[config.mk]
export PLATFORM = sky130hd
export DESIGN_NAME = piso_bit_feeder
export DESIGN_NICKNAME = d
export VERILOG_FILES = /design/src/rtl/piso_bit_feeder.sv
export SDC_FILE = /design/constraint.sdc
export NUM_CORES = 1
export LEC_CHECK = 0
export ABC_AREA = 1
export BUFFER_PORTS_ARGS = -buffer_cell sky130_fd_sc_hd__clkbuf_2
export CAP_MARGIN = 20
export CORE_MARGIN = 2
export CORE_UTILIZATION = 54
export DETAILED_ROUTE_END_ITERATION = 10
export PLACE_DENSITY_LB_ADDON = 0.2
export RECOVER_POWER = 25
export SYNTH_ARGS = -nofsm -noshare
export SYNTH_HDL_FRONTEND = slang
export SYNTH_SLANG_ARGS = --single-unit
[constraint.sdc]
create_clock -name clk -period 1.5 [get_ports clk]
set_clock_uncertainty 0.1 [all_clocks]
set_input_delay 0.075 -clock clk [delete_from_list [all_inputs] [get_ports clk]]
set_output_delay 0.075 -clock clk [all_outputs]
set_load 0.05 [all_outputs]
[src/rtl/piso_bit_feeder.sv]
// Parallel-in/serial-out feeder for the serial even-ones detector, with a one-word holding buffer.
// Define PARITY_BIT_EN to append an even-parity bit after the data bits of every word.
module piso_bit_feeder #(
    parameter int unsigned WIDTH     = 8,
    parameter bit          MSB_FIRST = 1'b1
) (
    input  logic             clk,
    input  logic             rst,
    input  logic [WIDTH-1:0] din,
    input  logic             din_valid,
    output logic             din_ready,
    output logic             x,
    output logic             x_valid,
    output logic             last,
    output logic             busy
);

    localparam int unsigned CntW = $clog2(WIDTH + 1);
    typedef logic [CntW-1:0] cnt_t;

`ifdef PARITY_BIT_EN
    typedef enum logic [1:0] {StIdle, StShift, StPar} state_e;
`else
    typedef enum logic [1:0] {StIdle, StShift} state_e;
`endif

    state_e           state_q;
    cnt_t             bit_cnt_q;
    logic [WIDTH-1:0] sr_q;
    logic [WIDTH-1:0] hold_q;
    logic             hold_full_q;
`ifdef PARITY_BIT_EN
    logic             par_q;
`endif

    logic             accept;
    logic             data_end;
    logic             word_end;
    logic             free;
    logic             start;
    logic             load_hold;
    logic [WIDTH-1:0] start_word;

    function automatic logic head_bit(input logic [WIDTH-1:0] w);
        return MSB_FIRST ? w[WIDTH-1] : w[0];
    endfunction

    function automatic logic [WIDTH-1:0] advance(input logic [WIDTH-1:0] w);
        return MSB_FIRST ? (w << 1) : (w >> 1);
    endfunction

    assign din_ready = !rst && !hold_full_q;
    assign accept    = din_valid && din_ready;
    assign data_end  = (state_q == StShift) && (bit_cnt_q == cnt_t'(WIDTH - 1));
`ifdef PARITY_BIT_EN
    assign word_end  = (state_q == StPar);
`else
    assign word_end  = data_end;
`endif
    // free: the edge at the end of this cycle may load the shift register
    assign free       = (state_q == StIdle) || word_end;
    assign start      = free && (hold_full_q || accept);
    assign start_word = hold_full_q ? hold_q : din;
    assign load_hold  = accept && !free;

    always_ff @(posedge clk) begin
        if (rst) begin
            state_q     <= StIdle;
            bit_cnt_q   <= '0;
            sr_q        <= '0;
            hold_q      <= '0;
            hold_full_q <= 1'b0;
`ifdef PARITY_BIT_EN
            par_q       <= 1'b0;
`endif
            x           <= 1'b0;
            x_valid     <= 1'b0;
            last        <= 1'b0;
            busy        <= 1'b0;
        end else begin
            if (load_hold) begin
                hold_q      <= din;
                hold_full_q <= 1'b1;
            end
            if (start) begin
                // Held word takes priority; din_ready is low whenever hold is full
                if (hold_full_q) begin
                    hold_full_q <= 1'b0;
                end
                state_q   <= StShift;
                bit_cnt_q <= '0;
                sr_q      <= advance(start_word);
`ifdef PARITY_BIT_EN
                par_q     <= ^start_word;
`endif
                x         <= head_bit(start_word);
                x_valid   <= 1'b1;
                last      <= 1'b0;
                busy      <= 1'b1;
            end else if (free) begin
                state_q   <= StIdle;
                bit_cnt_q <= '0;
                x         <= 1'b0;
                x_valid   <= 1'b0;
                last      <= 1'b0;
                busy      <= 1'b0;
            end
`ifdef PARITY_BIT_EN
            else if (data_end) begin
                state_q <= StPar;
                x       <= par_q;
                last    <= 1'b1;
            end
`endif
            else begin
                bit_cnt_q <= bit_cnt_q + cnt_t'(1);
                sr_q      <= advance(sr_q);
                x         <= head_bit(sr_q);
`ifdef PARITY_BIT_EN
                last      <= 1'b0;
`else
                last      <= (bit_cnt_q == cnt_t'(WIDTH - 2));
`endif
            end
        end
    end

endmodule

==> run_results.csv <==
group,metric,value,unit
global_routing,antenna_found_initial,0,
sta,maxSlewViolCount,0,
power,power_frac_comb,0.185,
final_layout,drive_above_1_share,0.228,
floorplan,die_x,49,microns
final_layout,fin_area,0.00138,sq mm
placement,dpl-instance-area,0.00122,sq mm
route,routed_wirelength,2.35,mm
global_routing,grt_pass1_wl,4.02,mm
critical_path,crit_required,1610,ps
cts,clock_path_buffers,2,
final_layout,fin_cells,207,
synth,syn_inst,147,
synth,synth_cell_types,23,
final_layout,nNetsFinal,194,
worst_hold_path,hold_depth,2,
critical_path,endpoint_kind,"flop",
route,drc_errors,0,
synth,synth_area,0.00109,sq mm
global_routing,grt_max_degree,18,
final_layout,n_antenna_cell,0,
final_layout,syn_to_final_growth,26.3,%
cts,cts_max_level,1,
route,num_vias,1033,
global_routing,grt_util_met3,0.0429,
sta,relSlewSlack,0.608,
route,drtIter0Drc,21,
critical_path,worstSetupPathType,"flop to flop",
sta,period_needed,1410,ps
floorplan,row_count,16,
sta,fin_tns_setup,0,ps
power,p_int,0.000824,W
cts,clock_latency,310,ps
cts,numCtsBuffers,3,
placement,place_congestion,0.831,
job,drv_cap,0,
floorplan,fp.dieH,49,microns
route,vias_per_cell,4.99,
synth,ys_seq_area_frac,0.421,
power,seq_power_share,0.567,
placement,pre_cts_slack,41.6,ps
floorplan,io_pins,16,
route,routedWlPerCell,11.3,microns
sta,period_share,0.939,
cts,clk_pin_slew,120,ps
cts,clock_sinks,23,
power,p_clk_frac,0.248,
route,ant_nets,0,
worst_hold_path,min_path_type,"primary input to flop",
sta,worst_pin_slew,591,ps
synth,syn_nets,160,
route,dr.pass1.iters,4,
critical_path,crit_path_max_fanout,5,
critical_path,cp-start-kind,"flop",
cts,cts_tree,"yes",
outcome,status,"finished, final reports clean",
global_routing,met1_usage,0.281,
power,switching_share,0.284,
sta,fmax,710,MHz
global_routing,track_usage,0.212,
global_routing,grt_overflow,0,
power,cellPowerDensity,833,mW/mm^2
placement,dpl.cell_count,190,
floorplan,core,0.00194,sq mm
critical_path,worstPathCellList,"ha_2 -> nand3_4 -> nand2_4 -> buf_12 -> buf_4 -> nor3_1 -> nor2_1",
global_routing,grt_use_met2,0.354,
sta,finalWorstSetupSlack,91.4,ps
placement,dp_hpwl,1.66,mm
power,vdd_ir_drop_max,0.491,mV
power,power.switching,0.000327,W
floorplan,die-area,0.00240,sq mm
synth,yosysWarnings,0,
global_routing,grt_busiest_layer,"met2",
power,p_leak,0.662,nW
critical_path,reg2regPathDepth,7,
sta,hold_viol,0,
placement,port_buffers,15,
synth,avgSynthCellArea,7.44,sq um
sta,setup_viol,0,
cts,root_buffer,"clkbuf_4",
critical_path,critPathSlowestCell,"dfxtp_2",
final_layout,final_util,0.711,
critical_path,worst_path_largest_cell_delay,350,ps
synth,ys_ff_latch,23,
critical_path,arrival,1520,ps
global_routing,grt_pass1_vias,930,
floorplan,start_util,0.563,
-- routing by layer --
metal | wire length [microns] | part of all wire | up-vias
met4 | 17 | 0.0072 | 0
met2 | 1100 | 0.47 | 34
met3 | 112 | 0.048 | 3
met5 | 0 | 0 | -
met1 | 1110 | 0.47 | 452
li1 | - | - | 544
-- flip-flops by register name (all words and copies together), names as in the netlist --
register and count:
hold_q 8, sr_q 7, bit_cnt_q 4, busy 1, hold_full_q 1, last 1, x 1
-- cells in the mapped netlist --
cell     instances  share of area
o21ai_4          1          0.015
a21oi_1          3          0.014
nor2_1          14          0.048
ha_1             2          0.023
xor2_1           1         0.0080
buf_6            1          0.010
nand2_4          2          0.021
nand2_1         41           0.14
buf_2            2         0.0092
nand3_2          1         0.0092
xnor2_1          1         0.0080
nor2_8           1          0.018
nand4_1          2          0.011
inv_1            7          0.024
o21ai_1          8          0.037
nand3_1         21          0.096
inv_2            3          0.010
nor3_1           8          0.037
nor2_2           1         0.0057
inv_4            1         0.0057
dfxtp_1         23           0.42
buf_4            2          0.014
a21oi_4          1          0.015
-- critical path, delay by kind of cell (launching register included) --
kind          cells  cell delay [ps]
simple gates      4              390
flops             1              350
buf+inv           2              270
fa+ha+maj         1              190
-- path summary, 6_finish.rpt --
check	start	to	slack [ps]
max	bit_cnt_q[1]	hold_q[7]	90
min	rst	x	8
max reg2reg	bit_cnt_q[1]	hold_q[7]	90
min reg2reg	sr_q[2]	sr_q[2]	390
-- through the flow --
stage	hold WS (ps)	power, W
global placement	220	0.000846
finish	8.06	0.00115
CTS	0.518	0.00115
detailed placement	236	0.000851
floorplan	44.1	0.000794
global route	10.6	0.00122
-- timing repair --
| item | in CTS | in global routing |
|---|---|---|
| setup buffers | 0 | 4 |
| hold buffers | 8 | 0 |
| endpoints found under the setup margin | 0 | 22 |
| resized for setup | 0 | 3 |
| endpoints found under the hold margin | 8 | 0 |
-- logic make-up after synthesis --
group / after synthesis / share of synthesized area
fa+ha+maj: 2 / 0.0229
xor+xnor: 2 / 0.0160
buf+inv: 16 / 0.0732
simple gates: 91 / 0.387
compound gates: 13 / 0.0801
flops: 23 / 0.421
-- placed cells by master, fill, tap and decap left out, types with 3 or more instances in the layout --
cell / netlist / layout
a21oi_1: 3 / 3
buf_4: 2 / 9
clkbuf_1: 0 / 3
clkbuf_2: 0 / 13
clkbuf_4: 0 / 3
dfxtp_1: 23 / 21
dlygate4sd3_1: 0 / 8
inv_1: 7 / 7
inv_2: 3 / 3
nand2_1: 41 / 41
nand3_1: 21 / 21
nor2_1: 14 / 14
nor3_1: 8 / 8
o21ai_1: 8 / 8
-- final cells by class --
cell class | count | area [sq um]
fillers | 173 | 561
repair buffers | 33 | 240
multi-input cells | 109 | 574
flip-flops and latches | 23 | 463
well taps | 27 | 33.8
clock buffers | 4 | 26.3
inverters | 11 | 43.8
-- power groups by stage --
| stage | registers (W) | logic (W) | clock network, W |
|---|---|---|---|
| CTS | 0.000652 | 0.000202 | 0.000291 |
| global route | 0.000657 | 0.000233 | 0.000325 |
| detailed placement | 0.000665 | 0.000185 | 0 |
| finish | 0.000653 | 0.000212 | 0.000286 |
| floorplan | 0.000673 | 0.000121 | 0 |
| global placement | 0.000665 | 0.000181 | 0 |
Power figures use the tool's default switching activity.
